--- src/rtl/dvi_tmds_tx.sv ---
// dvi_tmds_tx: DVI TMDS 8b/10b pixel encoder; DVI_TX_PATTERN_EN adds a colour-bar generator with an I_pattern select.
module dvi_tmds_enc (
  input  logic       clk_i,
  input  logic       rst_ni,
  input  logic       de_i,
  input  logic [1:0] c_i,
  input  logic [7:0] d_i,
  output logic [9:0] q_o
);
  logic [8:0]        qm_d, qm_q;
  logic [1:0]        c_q;
  logic              de_q, xnor_sel;
  logic [3:0]        n1_d;
  logic [9:0]        q_d, q_q, tok;
  logic signed [4:0] cnt_d, cnt_q, diff;
  logic              cpos, cneg, dpos, dneg;
  always_comb begin
    n1_d = 4'($countones(d_i));
    xnor_sel = n1_d > 4'd4 || (n1_d == 4'd4 && !d_i[0]);
    qm_d = '0;
    qm_d[0] = d_i[0];
    for (int i = 1; i < 8; i++) qm_d[i] = qm_d[i-1] ^ d_i[i] ^ xnor_sel;
    qm_d[8] = !xnor_sel;
  end
  // n1 - n0 over q_m[7:0] is 2*n1 - 8
  assign diff = $signed({4'($countones(qm_q[7:0])), 1'b0} - 5'd8);
  assign tok  = c_q == 2'b00 ? 10'b1101010100 :
                c_q == 2'b01 ? 10'b0010101011 :
                c_q == 2'b10 ? 10'b0101010100 : 10'b1010101011;
  always_comb begin
    cpos = !cnt_q[4] && |cnt_q;
    cneg = cnt_q[4];
    dpos = !diff[4] && |diff;
    dneg = diff[4];
    q_d = {1'b0, qm_q[8], qm_q[7:0]};
    cnt_d = cnt_q - {3'b0, !qm_q[8], 1'b0} + diff;
    if (!de_q) begin
      q_d = tok;
      cnt_d = '0;
    end else if (!(|cnt_q) || !(|diff)) begin
      q_d = {!qm_q[8], qm_q[8], qm_q[8] ? qm_q[7:0] : ~qm_q[7:0]};
      cnt_d = qm_q[8] ? cnt_q + diff : cnt_q - diff;
    end else if ((cpos && dpos) || (cneg && dneg)) begin
      q_d = {1'b1, qm_q[8], ~qm_q[7:0]};
      cnt_d = cnt_q + {3'b0, qm_q[8], 1'b0} - diff;
    end
  end
  always_ff @(posedge clk_i or negedge rst_ni) begin
    if (!rst_ni) begin
      qm_q  <= '0;
      c_q   <= '0;
      de_q  <= 1'b0;
      q_q   <= 10'b1101010100;
      cnt_q <= '0;
    end else begin
      qm_q  <= qm_d;
      c_q   <= c_i;
      de_q  <= de_i;
      q_q   <= q_d;
      cnt_q <= cnt_d;
    end
  end
  assign q_o = q_q;
endmodule

module dvi_tmds_tx #(
  parameter bit HS_POL = 1'b1,
  parameter bit VS_POL = 1'b1
) (
  input  logic       I_rgb_clk,
  input  logic       I_rst_n,
  input  logic       I_rgb_vs,
  input  logic       I_rgb_hs,
  input  logic       I_rgb_de,
  input  logic [7:0] I_rgb_r,
  input  logic [7:0] I_rgb_g,
  input  logic [7:0] I_rgb_b,
`ifdef DVI_TX_PATTERN_EN
  input  logic       I_pattern,
`endif
  output logic [9:0] O_tmds_ch0,
  output logic [9:0] O_tmds_ch1,
  output logic [9:0] O_tmds_ch2,
  output logic [9:0] O_tmds_clk
);
  logic [7:0] r, g, b;
`ifdef DVI_TX_PATTERN_EN
  logic [10:0] px_q;
  always_ff @(posedge I_rgb_clk or negedge I_rst_n) begin
    if (!I_rst_n) px_q <= '0;
    else px_q <= I_rgb_de ? px_q + 11'd1 : '0;
  end
  // bar index px_q[8:6]: bit2 kills green, bit1 kills red, bit0 kills blue
  assign r = I_pattern ? {8{!px_q[7]}} : I_rgb_r;
  assign g = I_pattern ? {8{!px_q[8]}} : I_rgb_g;
  assign b = I_pattern ? {8{!px_q[6]}} : I_rgb_b;
`else
  assign r = I_rgb_r;
  assign g = I_rgb_g;
  assign b = I_rgb_b;
`endif
  assign O_tmds_clk = 10'b0000011111;
  dvi_tmds_enc u_ch0 (.clk_i(I_rgb_clk), .rst_ni(I_rst_n), .de_i(I_rgb_de),
                      .c_i({I_rgb_vs ^ !VS_POL, I_rgb_hs ^ !HS_POL}), .d_i(b), .q_o(O_tmds_ch0));
  dvi_tmds_enc u_ch1 (.clk_i(I_rgb_clk), .rst_ni(I_rst_n), .de_i(I_rgb_de),
                      .c_i(2'b00), .d_i(g), .q_o(O_tmds_ch1));
  dvi_tmds_enc u_ch2 (.clk_i(I_rgb_clk), .rst_ni(I_rst_n), .de_i(I_rgb_de),
                      .c_i(2'b00), .d_i(r), .q_o(O_tmds_ch2));
endmodule

--- config.mk ---
export PLATFORM = sky130hd
export DESIGN_NAME = dvi_tmds_tx
export DESIGN_NICKNAME = d
export VERILOG_FILES = /design/src/rtl/dvi_tmds_tx.sv
export SDC_FILE = /design/constraint.sdc
export NUM_CORES = 1
export LEC_CHECK = 0
export BUFFER_PORTS_ARGS = -buffer_cell sky130_fd_sc_hd__buf_4
export CORE_ASPECT_RATIO = 0.6
export CORE_MARGIN = 10
export CORE_UTILIZATION = 55
export CTS_BUF_LIST = sky130_fd_sc_hd__clkbuf_16
export DETAILED_ROUTE_END_ITERATION = 8
export PLACE_DENSITY = 0.79
export SYNTH_ARGS = -nofsm -noshare
export SYNTH_HDL_FRONTEND = slang
export SYNTH_SLANG_ARGS = --single-unit
--- constraint.sdc ---
create_clock -name I_rgb_clk -period 4.7 [get_ports I_rgb_clk]
set_clock_uncertainty 0.05 [all_clocks]
set_input_delay 0.705 -clock I_rgb_clk [delete_from_list [all_inputs] [get_ports I_rgb_clk]]
set_output_delay 0.705 -clock I_rgb_clk [all_outputs]
set_load 0.01 [all_outputs]
# ---- Yosys cells after proc, flatten, opt, wreduce, memory -nomap -nowiden
# Cells that the tools add are included.
dict set report op_classes {
  bitwise_logic 45
  eq_ne 5
  n_addsub 63
  div 0
  multipliers 0
  order_cmp 3
  shift 0
  mux 27
  reduce_logical 52
}
# operator count
set ops {}
lappend ops {{$mux W10} 12}
lappend ops {{$add A4 B4 Y4} 18}
lappend ops {{$mux W5} 12}
lappend ops {{$add A1 B1 Y2} 24}
lappend ops {{$xor A1 B1 Y1} 42}
lappend ops {{$add A5 B5 Y5} 6}
lappend ops {{$reduce_or A5 Y1} 6}
lappend ops {{$sub A5 B5 Y5} 6}
lappend ops {{$mux W8} 3}
lappend ops {{$not A8 Y8} 3}
lappend ops {{$logic_not A1 Y1} 21}
lappend ops {{$add A5 B2 Y5} 3}
lappend ops {{$logic_and A1 B1 Y1} 15}
lappend ops {{$sub A5 B2 Y5} 3}
lappend ops {{$sub A5 B4 Y5 const B} 3}
lappend ops {{$eq A4 B3 Y1 const B} 3}
lappend ops {{$gt A4 B3 Y1 const B} 3}
lappend ops {{$logic_or A1 B1 Y1} 9}
lappend ops {{$eq A2 B1 Y1 const B} 1}
lappend ops {{$eq A2 B2 Y1 const B} 1}
lappend ops {{$logic_not A2 Y1} 1}
dict set report word_totals {
  memories 0
  mem_bits_rw 0
  output_inout_bits 40
  ff_bits 75
  latchBits 0
  mem_bits_ro 0
}

# ---- Longest topological paths before layout
dict set report depth {
  word_depth 19
  depth_mapped 17
  mapped_depth_nobuf 17
}

# ---- By module
# A second synthesis with hierarchy kept.
dict set report hier_totals {
  cells_unflattened 562
  hier_area_um2 6165.9
}
# mod cells_per_inst area_per_inst_um2 seq_area_each_um2 n_inst
set modules_own_cells {}
lappend modules_own_cells {{dvi_tmds_enc (u_ch0 ...)} 183 2026.9 656.9 2}
lappend modules_own_cells {{dvi_tmds_enc (u_ch1)} 184 2029.4 656.9 1}
lappend modules_own_cells {dvi_tmds_tx 12 82.6 0.0 1}

# ---- Worst setup path before layout
# Ideal clock, no wire load.
dict set report synth_path {
  kind {reg2reg}
  from {register u_ch0.qm_q[6]}
  to {register u_ch0.q_q[7], in the netlist u_ch0.q_o[7]}
  setup_time_ps 125
  n_path_buf 0
  t_arrival_ps 3876
  period_less_slack_ps 4051
  required_ps 4525
  slack_ps 649
  path_stages_with_launch 16
  path_cell_list {dfrtp_1 -> ha_1 -> fa_1 -> inv_1 -> fa_1 -> inv_1 -> ha_1 -> inv_1 -> fa_1 -> inv_1 -> ha_1 -> ha_1 -> or2b_2 -> o22ai_4 -> xnor2_1 -> mux2_4}
}
dict set report synth_between {
  elab_chain_len 11
}
# item line
set synth_lines {}
lappend synth_lines {{start: declaration} 10} ;# logic [8:0] qm_d, qm_q;
lappend synth_lines {{start signal: assignment} 56} ;# qm_q <= qm_d;
lappend synth_lines {{$add A1 B1 Y2 (not written as such) *} 26} ;# assign diff = $signed({4'($countones(qm_q[7:0])), 1'b0} - 5'd8);
lappend synth_lines {{$add A4 B4 Y4 (not written as such) * (2 in series)} 26}
lappend synth_lines {{$sub A5 B4 Y5 *} 26}
lappend synth_lines {{$reduce_or A5 Y1 / $logic_not A1 Y1 (equally long branches)} {33, 40}}
lappend synth_lines {{$logic_and A1 B1 Y1} 33} ;# dpos = !diff[4] && |diff;
lappend synth_lines {{$logic_and A1 B1 Y1} 43} ;# end else if ((cpos && dpos) || (cneg && dneg)) begin
lappend synth_lines {{$logic_or A1 B1 Y1} 43}
lappend synth_lines {{$mux W10} 43}
lappend synth_lines {{$mux W10 *} 40} ;# end else if (!(|cnt_q) || !(|diff)) begin
lappend synth_lines {{$mux W10 *} 37} ;# if (!de_q) begin
lappend synth_lines {{via u_ch0.q_d[7]} 14} ;# logic [9:0] q_d, q_q, tok;
lappend synth_lines {{end signal: assignment} 59} ;# q_q <= q_d;
lappend synth_lines {{end: declaration} 14}
# The timed path passes the listed nets; every way through them passes the cells marked *.

# ---- Worst setup path in the final report
# Ends and elaborated chain as after synthesis.

==> reports/qor.log <==
INFO  yosys          synth_enable_flop_cells=0
INFO  yosys          synth_largest_area_cell=sky130_fd_sc_hd__dfrtp_1
INFO  cells_and_area synthToLayoutAreaGrowth=15.7%
INFO  floorplan      floorplan.core_area=10,100um^2
INFO  yosys          top_ff_cell_synth=sky130_fd_sc_hd__dfrtp_1
INFO  setup_path     worst_setup_path_start_kind=flop
INFO  yosys          asr_flop_ratio_synth=1.00
INFO  global_route   grtUsageTotal=0.160
INFO  worst_hold_path hold_path_class=in2reg
INFO  cells_and_area final_layout_size_suffix_gt1_frac=0.170
INFO  global_route   largest_net_degree_at_the_start_of_global_routing=73
INFO  clock_network  cts_htree_levels=3
INFO  global_route   grt_first_pass_wirelength=20.2mm
INFO  timing         max_freq=0.230GHz
INFO  setup_path     critical_path_peak_fanout=9
INFO  clock_network  cts.sink_count=72
INFO  yosys          synth_seq_cells=72
INFO  timing         report.final.setup_viol=0
INFO  timing         drv_slew=0
INFO  floorplan      floorplan.initialDensity=0.573
INFO  floorplan      fp.dieW=152um
INFO  yosys          combined_area_of_all_synthesized_cells=5760um^2
INFO  routing        drt-wirelength-per-cell=16.1um
INFO  clock_network  post_cts_hold_buffer_count=0
INFO  clock_network  cts_tree=built
INFO  yosys          synth_sequential_area_ratio=0.316
INFO  routing        firstDrtPassIters=4
INFO  setup_path     crit-reg2reg-launch=u_ch0.qm_q[6]$_DFF_PN0_
INFO  yosys          synthesis.yosys.warnings=0
INFO  routing        post-route-drc-count=0
INFO  cells_and_area fill_cells=705
INFO  yosys          synth.top_cell.area_share=0.247
INFO  placement      place.detailed.hpwl=9.39mm
INFO  worst_hold_path hold_start=I_rgb_vs
INFO  routing        ant_nets=0
INFO  setup_path     worst_r2r_path_depth=15
INFO  timing         timing.final.hold_violations=0
INFO  floorplan      dieArea=15,100um^2
INFO  timing         grt_setup_unrepaired=no
INFO  routing        drtIter0Drc=189
INFO  yosys          post_synthesis_instance_total=532
INFO  routing        wl_final=11.8mm
INFO  yosys          synth_top_cells_by_count=sky130_fd_sc_hd__inv_1 (99), sky130_fd_sc_hd__ha_1 (81), sky130_fd_sc_hd__dfrtp_1 (57)
INFO  floorplan      core.rowCount=28
INFO  setup_path     critical_path.endpoint_type=flop
INFO  yosys          synth.lib_cells_used.distinct=43
INFO  timing         totalNegativeSetupSlack=0ns
INFO  timing         slew_headroom=0.404
INFO  clock_network  cts_inserted_buffers=9
INFO  clock_network  clkTransAtPathRegs=0.06ns
INFO  floorplan      floorplan.die.height=99.3um
INFO  yosys          synth_most_common_cell=sky130_fd_sc_hd__inv_1
INFO  placement      gpl.final_weighted_congestion=0.838
INFO  floorplan      ios=69
INFO  setup_path     worst-r2r-setup-slack=0.36ns
INFO  timing         part_of_the_cycle_the_worst_path_needs=0.924
INFO  yosys          postSynthAreaPerCell=10.8um^2
INFO  setup_path     timing.critical_path.arrival=4.51ns
INFO  clock_network  clk_latency=0.34ns
INFO  setup_path     criticalPathCategory=reg2reg
INFO  worst_hold_path hold_depth=1
INFO  run            max_cap_violations=0
INFO  setup_path     regToRegEndpoint=u_ch0.q_o[7]$_DFF_PN0_
INFO  routing        detailroute.via_count=3,744
INFO  clock_network  post_cts_buffers=0
INFO  setup_path     worst-endpoint-required=4.87ns
INFO  yosys          yosys-top-cells-area=sky130_fd_sc_hd__dfrtp_1 (25%), sky130_fd_sc_hd__ha_1 (18%), sky130_fd_sc_hd__fa_1 (14%)
INFO  routing        avgViaCountPerCell=5.09
INFO  global_route   grt_overflow=0
INFO  cells_and_area diodes=0
INFO  global_route   grt_antenna_before_repair=0
INFO  cells_and_area layout_net_count=744
INFO  placement      numPortBuffers=58
INFO  worst_hold_path holdPathEnd=u_ch0.c_q[1]$_DFF_PN0_
INFO  clock_network  cts_resized=0
INFO  global_route   first_global_vias=4,130
INFO  timing         worst-slew-pin-transition=0.894ns
INFO  clock_network  cts-root-to-sink-buffers=2
INFO  clock_network  cts_root_buf=sky130_fd_sc_hd__clkbuf_16
INFO  timing         timing.final.crit_period=4.34ns
INFO  status         run_status=completed
## state kept, by name, summed over array words and instances, names as in the netlist, 9 cells and up
name        flops
u_ch0.q_o      10
u_ch0.qm_q      9
u_ch1.q_o      10
u_ch1.qm_q      9
u_ch2.q_o      10
u_ch2.qm_q      9
## layout make-up
type / instances / area [um^2] / area share
sequential: 72 / 1820 / 0.273
clock inverter: 7 / 126 / 0.0189
inverter: 99 / 372 / 0.0557
tap: 135 / 169 / 0.0253
clock buffer: 9 / 225 / 0.0338
multi-input combinational: 351 / 3490 / 0.523
timing repair buffer: 62 / 465 / 0.0698
## metal layers
layer	vias to the layer above	wire length, um	GRT usage
li1	1791	-	-
met1	1855	5670	0.216
met2	86	5560	0.257
met3	12	467	0.0288
met4	0	127	0.0450
met5	-	0	0
## worst max path at each step
stage | from | endpoint | cells after the start
6_report | u_ch0.qm_q[6]$_DFF_PN0_ | u_ch0.q_o[7]$_DFF_PN0_ | 15
5_1_grt | u_ch0.qm_q[6]$_DFF_PN0_ | u_ch0.q_o[7]$_DFF_PN0_ | 15
4_1_cts | u_ch0.qm_q[6]$_DFF_PN0_ | u_ch0.q_o[7]$_DFF_PN0_ | 15
3_5_place_dp | u_ch0.qm_q[6]$_DFF_PN0_ | u_ch0.q_o[7]$_DFF_PN0_ | 15
3_3_place_gp | u_ch0.qm_q[6]$_DFF_PN0_ | u_ch0.q_o[7]$_DFF_PN0_ | 15
2_1_floorplan | u_ch0.qm_q[6]$_DFF_PN0_ | u_ch0.q_o[7]$_DFF_PN0_ | 15
## worst max-delay path, cell delays in order (launching register included)
cell and delay [ns]:
sky130_fd_sc_hd__dfrtp_1 0.40, sky130_fd_sc_hd__ha_1 0.23, sky130_fd_sc_hd__fa_1 0.54, sky130_fd_sc_hd__inv_1 0.06
sky130_fd_sc_hd__fa_1 0.53, sky130_fd_sc_hd__inv_1 0.04, sky130_fd_sc_hd__ha_1 0.18, sky130_fd_sc_hd__inv_1 0.06
sky130_fd_sc_hd__fa_1 0.41, sky130_fd_sc_hd__inv_1 0.16, sky130_fd_sc_hd__ha_1 0.30, sky130_fd_sc_hd__ha_1 0.21
sky130_fd_sc_hd__or2b_2 0.32, sky130_fd_sc_hd__o22ai_4 0.31, sky130_fd_sc_hd__xnor2_1 0.13, sky130_fd_sc_hd__mux2_4 0.27
## cell usage in the layout (no fill, tap or decap), types with 2 or more instances in the layout
master	n
sky130_fd_sc_hd__nor2b_1	2
sky130_fd_sc_hd__or3_1	2
sky130_fd_sc_hd__ha_1	81
sky130_fd_sc_hd__nor2_1	11
sky130_fd_sc_hd__a21oi_1	22
sky130_fd_sc_hd__conb_1	10
sky130_fd_sc_hd__a21o_1	8
sky130_fd_sc_hd__mux2_2	3
sky130_fd_sc_hd__bufinv_16	3
sky130_fd_sc_hd__clkbuf_16	9
sky130_fd_sc_hd__o211ai_1	3
sky130_fd_sc_hd__o211a_1	6
sky130_fd_sc_hd__xnor3_1	3
sky130_fd_sc_hd__nor3b_1	3
sky130_fd_sc_hd__mux2i_1	7
sky130_fd_sc_hd__fa_1	39
sky130_fd_sc_hd__xnor2_1	49
sky130_fd_sc_hd__o2bb2ai_1	2
sky130_fd_sc_hd__a31oi_1	5
sky130_fd_sc_hd__xor2_1	38
sky130_fd_sc_hd__dfstp_2	15
sky130_fd_sc_hd__buf_4	62
sky130_fd_sc_hd__dfrtp_1	57
sky130_fd_sc_hd__o21ai_0	6
sky130_fd_sc_hd__inv_1	99
sky130_fd_sc_hd__o22ai_1	2
sky130_fd_sc_hd__and2_1	10
sky130_fd_sc_hd__nand2_1	25
## logic make-up (layout without fill, tap and decap cells)
| group | count (synthesis) | count (layout) | share of synthesized area |
|---|---|---|---|
| AOI/OAI and AO/OA | 60 | 60 | 0.0721 |
| xor gates and xnor gates | 90 | 90 | 0.144 |
| adders and majority gates | 120 | 120 | 0.311 |
| buffers and inverters | 117 | 177 | 0.0838 |
| DFF | 72 | 72 | 0.316 |
| muxes | 11 | 11 | 0.0206 |
| other | 2 | 10 | 0.00130 |
| and+or+nand+nor | 60 | 60 | 0.0512 |
## stage by stage
stage,util,setup slack (ns),hold WS (ns),std cells,cell area [um^2]
CTS,0.663,0.351,0.418,735,6670
finish,0.663,0.359,0.421,735,6670
global route,0.663,0.200,0.415,735,6670
global placement,0.628,0.522,0.463,719,6320
detailed placement,0.628,0.327,0.465,719,6320
floorplan,-,0.649,0.359,540,5790
Power is left out: the tool's default activity adds up to more than one toggle a clock period on the data nets, which glitch-free logic cannot reach.
